[src/rtl/agex_stage_pkg.sv]
// agex_stage_pkg: encodings and types shared by AGEX and its neighbours.
//   - internal opcode encodings (OP_ADD .. OP_REMU) and the div-class predicate
//   - divider FSM state type
//   - AGEX latch layout; field order matches the MEM_STAGE unpack order
package agex_stage_pkg;

    localparam int DBITS     = 32;
    localparam int REGNOBITS = 5;
    localparam int IOPBITS   = 5;
    localparam int INSTBITS  = 32;

    typedef enum logic [IOPBITS-1:0] {
        OP_NOP   = 5'd0,
        OP_ADD   = 5'd1,
        OP_SUB   = 5'd2,
        OP_AND   = 5'd3,
        OP_OR    = 5'd4,
        OP_XOR   = 5'd5,
        OP_SLT   = 5'd6,
        OP_SLTU  = 5'd7,
        OP_SLL   = 5'd8,
        OP_SRL   = 5'd9,
        OP_SRA   = 5'd10,
        OP_LUI   = 5'd11,
        OP_AUIPC = 5'd12,
        OP_LW    = 5'd13,
        OP_SW    = 5'd14,
        OP_BEQ   = 5'd15,
        OP_BNE   = 5'd16,
        OP_BLT   = 5'd17,
        OP_BGE   = 5'd18,
        OP_BLTU  = 5'd19,
        OP_BGEU  = 5'd20,
        OP_JAL   = 5'd21,
        OP_JALR  = 5'd22,
        OP_DIV   = 5'd23,
        OP_DIVU  = 5'd24,
        OP_REM   = 5'd25,
        OP_REMU  = 5'd26
    } op_e;

    typedef enum logic [1:0] {
        DIV_IDLE = 2'd0,
        DIV_BUSY = 2'd1,
        DIV_DONE = 2'd2
    } div_state_e;

    // Field order is the MEM_STAGE unpack order, MSB first.
    typedef struct packed {
        logic                 valid;
        logic [INSTBITS-1:0]  inst;
        logic [DBITS-1:0]     pc;
        logic [IOPBITS-1:0]   op;
        logic [DBITS-1:0]     inst_count;
        logic [DBITS-1:0]     aluout;
        logic [DBITS-1:0]     memaddr;
        logic [DBITS-1:0]     wr_val;
        logic                 wr_mem;
        logic                 rd_mem;
        logic [REGNOBITS-1:0] rd;
        logic                 wr_reg;
    } agex_latch_t;

    localparam int AGEX_LATCH_W = $bits(agex_latch_t);

    function automatic logic is_div_op(input logic [IOPBITS-1:0] op);
        return (op == OP_DIV) || (op == OP_DIVU) || (op == OP_REM) || (op == OP_REMU);
    endfunction

endpackage

[src/rtl/agex_divider.sv]
// agex_divider: iterative restoring divider, one quotient bit per cycle.
//   clk, rst_n   clock, async active-low reset
//   start        begin a division (sampled only in IDLE)
//   signed_op    operands are two's complement (DIV/REM)
//   dividend     operand A, divisor operand B (held stable by the caller)
//   busy         iterating
//   done         quotient/remainder valid this cycle (one cycle, then IDLE)
//   quotient     fixed-up quotient, remainder fixed-up remainder
module agex_divider
    import agex_stage_pkg::*;
#(
    parameter int DBITS     = 32,
    parameter int DIV_ITERS = 32
) (
    input  logic             clk,
    input  logic             rst_n,
    input  logic             start,
    input  logic             signed_op,
    input  logic [DBITS-1:0] dividend,
    input  logic [DBITS-1:0] divisor,
    output logic             busy,
    output logic             done,
    output logic [DBITS-1:0] quotient,
    output logic [DBITS-1:0] remainder
);
    localparam int CNT_W = $clog2(DIV_ITERS);

    div_state_e       state_q, state_d;
    logic [CNT_W-1:0] cnt_q, cnt_d;
    logic [DBITS-1:0] quo_q, quo_d;   // dividend shifts out, quotient shifts in
    logic [DBITS-1:0] rem_q, rem_d;
    logic [DBITS-1:0] dsr_q, dsr_d;   // |divisor|
    logic [DBITS-1:0] dvd_q, dvd_d;   // raw dividend, for the divide-by-zero remainder
    logic             q_neg_q, q_neg_d;
    logic             r_neg_q, r_neg_d;
    logic             dz_q, dz_d;
    logic             ovf_q, ovf_d;

    logic             a_neg, b_neg;
    logic [DBITS-1:0] abs_a, abs_b;
    logic [DBITS:0]   rem_shift, rem_diff;

    assign a_neg = signed_op & dividend[DBITS-1];
    assign b_neg = signed_op & divisor[DBITS-1];
    assign abs_a = a_neg ? -dividend : dividend;
    assign abs_b = b_neg ? -divisor  : divisor;

    always_comb begin
        state_d = state_q;
        cnt_d   = cnt_q;
        quo_d   = quo_q;
        rem_d   = rem_q;
        dsr_d   = dsr_q;
        dvd_d   = dvd_q;
        q_neg_d = q_neg_q;
        r_neg_d = r_neg_q;
        dz_d    = dz_q;
        ovf_d   = ovf_q;
        rem_shift = {rem_q, quo_q[DBITS-1]};
        // Partial remainder is always < divisor, so bit DBITS of the
        // difference is a clean borrow/sign flag.
        rem_diff  = rem_shift - {1'b0, dsr_q};
        unique case (state_q)
            DIV_IDLE: begin
                if (start) begin
                    state_d = DIV_BUSY;
                    cnt_d   = '0;
                    quo_d   = abs_a;
                    rem_d   = '0;
                    dsr_d   = abs_b;
                    dvd_d   = dividend;
                    dz_d    = (divisor == '0);
                    ovf_d   = signed_op && (dividend == {1'b1, {(DBITS-1){1'b0}}})
                              && (divisor == '1);
                    q_neg_d = (a_neg ^ b_neg) && (divisor != '0);
                    r_neg_d = a_neg;
                end
            end
            DIV_BUSY: begin
                if (rem_diff[DBITS]) begin
                    rem_d = rem_shift[DBITS-1:0];
                    quo_d = {quo_q[DBITS-2:0], 1'b0};
                end else begin
                    rem_d = rem_diff[DBITS-1:0];
                    quo_d = {quo_q[DBITS-2:0], 1'b1};
                end
                cnt_d = cnt_q + 1'b1;
                if (cnt_q == CNT_W'(DIV_ITERS-1)) state_d = DIV_DONE;
            end
            DIV_DONE: state_d = DIV_IDLE;
            default:  state_d = DIV_IDLE;
        endcase
    end

    always_ff @(posedge clk or negedge rst_n) begin
        if (!rst_n) begin
            state_q <= DIV_IDLE;
            cnt_q   <= '0;
            quo_q   <= '0;
            rem_q   <= '0;
            dsr_q   <= '0;
            dvd_q   <= '0;
            q_neg_q <= 1'b0;
            r_neg_q <= 1'b0;
            dz_q    <= 1'b0;
            ovf_q   <= 1'b0;
        end else begin
            state_q <= state_d;
            cnt_q   <= cnt_d;
            quo_q   <= quo_d;
            rem_q   <= rem_d;
            dsr_q   <= dsr_d;
            dvd_q   <= dvd_d;
            q_neg_q <= q_neg_d;
            r_neg_q <= r_neg_d;
            dz_q    <= dz_d;
            ovf_q   <= ovf_d;
        end
    end

    assign busy = (state_q == DIV_BUSY);
    assign done = (state_q == DIV_DONE);

    // Sign fix-up; the special cases override the magnitude result.
    assign quotient  = dz_q  ? '1 :
                       ovf_q ? {1'b1, {(DBITS-1){1'b0}}} :
                       (q_neg_q ? -quo_q : quo_q);
    assign remainder = dz_q  ? dvd_q :
                       ovf_q ? '0 :
                       (r_neg_q ? -rem_q : rem_q);

endmodule

[src/rtl/agex_stage.sv]
// agex_stage: address-generate / execute stage.
//   Inputs  in_*        : DE latch contents (held stable while stall_out=1)
//   Outputs stall_out   : hold DE and FE (divide in flight)
//           br_redirect : taken branch/jump this cycle; br_target is the new PC
//           out_*       : registered AGEX latch for MEM_STAGE
module agex_stage
    import agex_stage_pkg::*;
#(
    parameter int DBITS     = 32,
    parameter int REGNOBITS = 5,
    parameter int IOPBITS   = 5,
    parameter int DIV_ITERS = 32
) (
    input  logic                 clk,
    input  logic                 reset,
    input  logic                 in_valid,
    input  logic [IOPBITS-1:0]   in_op,
    input  logic [31:0]          in_inst,
    input  logic [DBITS-1:0]     in_pc,
    input  logic [DBITS-1:0]     in_inst_count,
    input  logic [DBITS-1:0]     in_rs1_val,
    input  logic [DBITS-1:0]     in_rs2_val,
    input  logic [DBITS-1:0]     in_imm,
    input  logic [REGNOBITS-1:0] in_rd,
    input  logic                 in_wr_reg,
    output logic                 stall_out,
    output logic                 br_redirect,
    output logic [DBITS-1:0]     br_target,
    output logic                 out_valid,
    output logic [31:0]          out_inst,
    output logic [DBITS-1:0]     out_pc,
    output logic [IOPBITS-1:0]   out_op,
    output logic [DBITS-1:0]     out_inst_count,
    output logic [DBITS-1:0]     out_aluout,
    output logic [DBITS-1:0]     out_memaddr,
    output logic [DBITS-1:0]     out_wr_val,
    output logic                 out_wr_mem,
    output logic                 out_rd_mem,
    output logic [REGNOBITS-1:0] out_rd,
    output logic                 out_wr_reg
);
    localparam int SHW = $clog2(DBITS);

    agex_latch_t latch_q, latch_d;

    logic             is_div, signed_div, div_start, div_busy, div_done;
    logic [DBITS-1:0] div_quo, div_rem;
    logic [DBITS-1:0] a, b, alu_res, addr_sum, pc_imm, pc_link;
    logic [SHW-1:0]   shamt;
    logic             taken;

    assign a        = in_rs1_val;
    assign b        = in_rs2_val;
    assign shamt    = b[SHW-1:0];
    assign addr_sum = a + in_imm;
    assign pc_imm   = in_pc + in_imm;
    assign pc_link  = in_pc + DBITS'(4);

    assign is_div     = is_div_op(in_op);
    assign signed_div = (in_op == OP_DIV) || (in_op == OP_REM);
    assign div_start  = in_valid & is_div & ~div_busy & ~div_done;

    // Stall through IDLE and BUSY; the DONE cycle lets the result through.
    assign stall_out   = in_valid & is_div & ~div_done;
    assign br_redirect = in_valid & taken & ~stall_out;
    assign br_target   = (in_op == OP_JALR) ? {addr_sum[DBITS-1:1], 1'b0} : pc_imm;

    agex_divider #(
        .DBITS     (DBITS),
        .DIV_ITERS (DIV_ITERS)
    ) u_div (
        .clk       (clk),
        .rst_n     (reset),
        .start     (div_start),
        .signed_op (signed_div),
        .dividend  (a),
        .divisor   (b),
        .busy      (div_busy),
        .done      (div_done),
        .quotient  (div_quo),
        .remainder (div_rem)
    );

    always_comb begin
        alu_res = '0;
        taken   = 1'b0;
        case (in_op)
            OP_ADD:   alu_res = a + b;
            OP_SUB:   alu_res = a - b;
            OP_AND:   alu_res = a & b;
            OP_OR:    alu_res = a | b;
            OP_XOR:   alu_res = a ^ b;
            OP_SLT:   alu_res = {{(DBITS-1){1'b0}}, ($signed(a) < $signed(b))};
            OP_SLTU:  alu_res = {{(DBITS-1){1'b0}}, (a < b)};
            OP_SLL:   alu_res = a << shamt;
            OP_SRL:   alu_res = a >> shamt;
            OP_SRA:   alu_res = $signed(a) >>> shamt;
            OP_LUI:   alu_res = in_imm;
            OP_AUIPC: alu_res = pc_imm;
            OP_LW,
            OP_SW:    alu_res = addr_sum;
            OP_BEQ:   taken = (a == b);
            OP_BNE:   taken = (a != b);
            OP_BLT:   taken = ($signed(a) <  $signed(b));
            OP_BGE:   taken = ($signed(a) >= $signed(b));
            OP_BLTU:  taken = (a <  b);
            OP_BGEU:  taken = (a >= b);
            OP_JAL,
            OP_JALR: begin
                alu_res = pc_link;
                taken   = 1'b1;
            end
            OP_DIV,
            OP_DIVU:  alu_res = div_quo;
            OP_REM,
            OP_REMU:  alu_res = div_rem;
            default:  alu_res = '0;
        endcase
    end

    // Invalid input or a stall cycle both load an all-zero bubble.
    always_comb begin
        latch_d = '0;
        if (in_valid && !stall_out) begin
            latch_d.valid      = 1'b1;
            latch_d.inst       = in_inst;
            latch_d.pc         = in_pc;
            latch_d.op         = in_op;
            latch_d.inst_count = in_inst_count;
            latch_d.aluout     = alu_res;
            latch_d.memaddr    = addr_sum;
            latch_d.wr_val     = b;
            latch_d.wr_mem     = (in_op == OP_SW);
            latch_d.rd_mem     = (in_op == OP_LW);
            latch_d.rd         = in_rd;
            latch_d.wr_reg     = in_wr_reg;
        end
    end

    always_ff @(posedge clk or negedge reset) begin
        if (!reset) latch_q <= '0;
        else        latch_q <= latch_d;
    end

    assign out_valid      = latch_q.valid;
    assign out_inst       = latch_q.inst;
    assign out_pc         = latch_q.pc;
    assign out_op         = latch_q.op;
    assign out_inst_count = latch_q.inst_count;
    assign out_aluout     = latch_q.aluout;
    assign out_memaddr    = latch_q.memaddr;
    assign out_wr_val     = latch_q.wr_val;
    assign out_wr_mem     = latch_q.wr_mem;
    assign out_rd_mem     = latch_q.rd_mem;
    assign out_rd         = latch_q.rd;
    assign out_wr_reg     = latch_q.wr_reg;

endmodule

[config.mk]
export PLATFORM = sky130hd
export DESIGN_NAME = agex_stage
export DESIGN_NICKNAME = d
export VERILOG_FILES = /design/src/rtl/agex_stage_pkg.sv /design/src/rtl/agex_divider.sv /design/src/rtl/agex_stage.sv
export SDC_FILE = /design/constraint.sdc
export NUM_CORES = 2
export LEC_CHECK = 0
export CORE_UTILIZATION = 45
export CTS_CLUSTER_DIAMETER = 40
export DETAILED_ROUTE_END_ITERATION = 8
export PLACE_DENSITY = 0.68
export SLEW_MARGIN = 15
export SYNTH_ARGS = -nofsm -noshare
export SYNTH_HDL_FRONTEND = slang
export SYNTH_SLANG_ARGS = --single-unit
[constraint.sdc]
create_clock -name clk -period 9.1 [get_ports clk]
set_input_delay 1.82 -clock clk [delete_from_list [all_inputs] [get_ports clk]]
set_output_delay 1.82 -clock clk [all_outputs]
set_load 0.01 [all_outputs]
==> flow_metrics.env <==
export IMPL_run_status="finished, final reports clean"
export IMPL_die_area_um2=69310
export IMPL_grt_pass1_wl_um=226400
export IMPL_sw_frac_of_total_pct=43.65
export IMPL_num_rows=95
export IMPL_core_area_um2=67400
export IMPL_critPathKind="primary input to output port"
export IMPL_async_reset_ff_share_pct=100.0
export IMPL_gp_congestion=1.114
export IMPL_tns_ps=0
export IMPL_p_int_mw=5.391
export IMPL_synth_top_cell_area_share_pct=28.10
export IMPL_synth_warnings=0
export IMPL_maxCapViolations=0
export IMPL_stdcell_area_um2=38590
export IMPL_hold_violations=0
export IMPL_cts_setup_buffers=0
export IMPL_path_clk_slew_ps=50
export IMPL_reg2regPathDepth=8
export IMPL_period_minus_slack_ps=8226
export IMPL_synth_cell_area_um2=30720
export IMPL_rsz0062_at_grt="false"
export IMPL_yosys_top_cells_area="dfrtp_1, ha_1, o21ai_0, xnor2_1, nand2_1"
export IMPL_ios=446
export IMPL_clkLatencyLatePin_ps=650
export IMPL_viasPerCell=6.631
export IMPL_synth_seq_cells=345
export IMPL_synth_fa_ha_area_share_pct=8.757
export IMPL_worst_pin_slew_ps=1367
export IMPL_ys_seq_area_share_pct=28.10
export IMPL_synthMuxAreaShare_pct=4.765
export IMPL_regToRegEndpoint="out_aluout[17]"
export IMPL_synth_net_count=4313
export IMPL_synth_cells=3895
export IMPL_ir_worst_vdd_uv=487.2
export IMPL_dpl_cell_area_um2=36120
export IMPL_min_from="u_div.dvd_q[14]"
export IMPL_synth_xor_area_share_pct=7.441
export IMPL_drc=0
export IMPL_stdcell_count=5182
export IMPL_antenna_found_initial=7
export IMPL_synth_cell_types=83
export IMPL_area_delta_synth_final_pct=25.63
export IMPL_cts_buffers=69
export IMPL_p_comb_share_pct=47.1
export IMPL_finalCritPeriodShare_pct=90.39
export IMPL_pwr_share_seq_pct=24.5
export IMPL_cp_arrival_ps=6410
export IMPL_cp_end_kind="output port"
export IMPL_skew_ps=45.20
export IMPL_die_h_um=263.3
export IMPL_cts_buffer_depth=3
export IMPL_fmax_mhz=121.6
export IMPL_drt_wirelength_per_cell_um=30.73
export IMPL_cts_resized=0
export IMPL_avgSynthCellArea_um2=7.887
export IMPL_design_final_nets=4668
export IMPL_die_w_um=263.3
export IMPL_holdCritPathClass="flip-flop to flip-flop"
export IMPL_cts_sinks=345
export IMPL_grt_usage_pct=44.59
export IMPL_total_leakage_power_nw=16.30
export IMPL_vias=34360
export IMPL_startpoint_type="primary input"
export IMPL_powerDensity_nw_per_um2=247.9
export IMPL_synth_top_area_cell="dfrtp_1"
export IMPL_overflow=0
export IMPL_dp_hpwl_um=123400
export IMPL_power_frac_clock_pct=28.4
export IMPL_grt_pass1_vias=31777
export IMPL_cp_max_fo=10
export IMPL_layout_drive_gt1_share_pct=7.594
export IMPL_whs_endpoint="u_div.dvd_q[14]"
export IMPL_p_switching_mw=4.175
export IMPL_port_buffers=445
export IMPL_initial_core_util_pct=45.58
export IMPL_crit_required_ps=7280
export IMPL_synth_ff_type="dfrtp_1"
export IMPL_setup_viol=0
export IMPL_synth_top_family_by_area="compound AO/OA/AOI/OAI gates"
export IMPL_wl_um=159200
export IMPL_clock_root_buffer="clkbuf_16"
export IMPL_ant_nets=0
export IMPL_n_fill_cell=6327
export IMPL_synth_edf_count=0
export IMPL_grt_max_degree=154
export IMPL_drtIter0Drc=4855
export IMPL_synth_compound_area_share_pct=26.00
export IMPL_drv_slew=0
export IMPL_synth_simple_gate_area_share_pct=19.61
export IMPL_min_path_cells=2
export IMPL_regToRegSetupSlack_ps=4630
export IMPL_cts_max_level=3
export IMPL_drt_pass1_iter_count=7
export IMPL_regToRegStartpoint="u_div.rem_q[4]"
export IMPL_cts_tree="yes"
export IMPL_relSlewSlack_pct=7.917
export IMPL_postCtsHoldBufs=0
export IMPL_dp_cells=5052
==> power groups by stage <==
stage                     logic, mW  clock network (mW)  registers (mW)
after global placement         4.30                   0            2.33
final                          4.51                2.72            2.34
after global routing           4.87                2.82            2.39
after CTS                      4.38                2.75            2.33
after detailed placement       4.35                   0            2.34
after floorplan                2.90                   0            2.23
==> worst max path at each step <==
stage               cells past startpoint  slack [ps]           to           from
global route                           14         750  br_redirect  in_rs2_val[5]
finish                                 14         870  br_redirect  in_rs1_val[2]
floorplan                              14        1440  br_redirect  in_rs2_val[1]
global placement                       14        1080  br_redirect  in_rs1_val[2]
detailed placement                     14        1060  br_redirect  in_rs1_val[2]
CTS                                    14        1010  br_redirect  in_rs1_val[2]
==> layout by cell type, fill, tap and decap left out, drive strengths merged, types with 78 or more instances in the layout <==
master | netlist | layout
clkdlybuf4s50 | 0 | 438
nand2 | 402 | 402
nor2 | 355 | 355
o21ai | 349 | 349
dfrtp | 345 | 345
a21oi | 300 | 300
ha | 207 | 207
xnor2 | 183 | 183
inv | 164 | 179
and3 | 127 | 127
buf | 32 | 109
clkbuf | 232 | 81
xor2 | 78 | 78
==> synthesized netlist by cell type, types with 57 or more instances <==
cell      instances
mux2i_1          63
ha_1            207
nor2_1          355
xor2_1           78
xnor2_1         183
clkbuf_1        232
dfrtp_1         345
o211ai_1         57
nor3_1           74
nand3_1          72
and3_1          127
o21ai_0         345
inv_1           163
a21oi_1         300
nand2_1         402
==> area by class of cell <==
| cell class | count | area [um2] | area share [%] |
|---|---|---|---|
| Inverter | 168 | 630.6 | 1.634 |
| Clock buffer | 80 | 1819 | 4.714 |
| Timing Repair Buffer | 548 | 5218 | 13.52 |
| Tap cell | 873 | 1092 | 2.830 |
| Clock inverter | 47 | 645.6 | 1.673 |
| Sequential cell | 345 | 8633 | 22.37 |
| Antenna cell | 3 | 7.507 | 0.01945 |
| Multi-Input combinational cell | 3118 | 20550 | 53.24 |
==> per-stage QoR <==
stage | setup WS [ps] | hold slack, ps | power (mW) | util (%)
3_3_place_gp | 1076 | 462.4 | 6.632 | 53.59
3_5_place_dp | 1057 | 470.1 | 6.688 | 53.59
4_1_cts | 1005 | 480.8 | 9.451 | 57.25
5_1_grt | 752.4 | 505.8 | 10.08 | 57.25
6_report | 874.3 | 477.9 | 9.566 | 57.26
2_1_floorplan | 1441 | 446.9 | 5.123 | -
==> critical path, cell delays in order <==
cell and delay [ps]:
clkdlybuf4s50_1 780, inv_1 250, ha_1 530, nor2b_1 120, o211ai_1 320, a211oi_1 200
o41ai_1 290, buf_4 210, o21ai_0 150, a211o_1 370, a21oi_1 360, a21oi_1 140
a221o_1 370, clkdlybuf4s50_1 500
==> per-layer routing <==
metal  vias up  track usage, %  wire length, um
met4         8           31.88            13700
met2      2402           65.92            67310
li1      14943               -                -
met5         -               0               46
met3       576           11.85            17310
met1     16431           56.27            60850
==> cell families after synthesis <==
kind of cell	after synthesis
AO/OA/AOI/OAI	1253
multiplexers	112
XOR/XNOR	261
buffers and inverters	432
flip-flops	345
adder cells (fa/ha/maj)	212
AND/OR/NAND/NOR	1280
No activity file was read; power rests on OpenSTA's default activity.
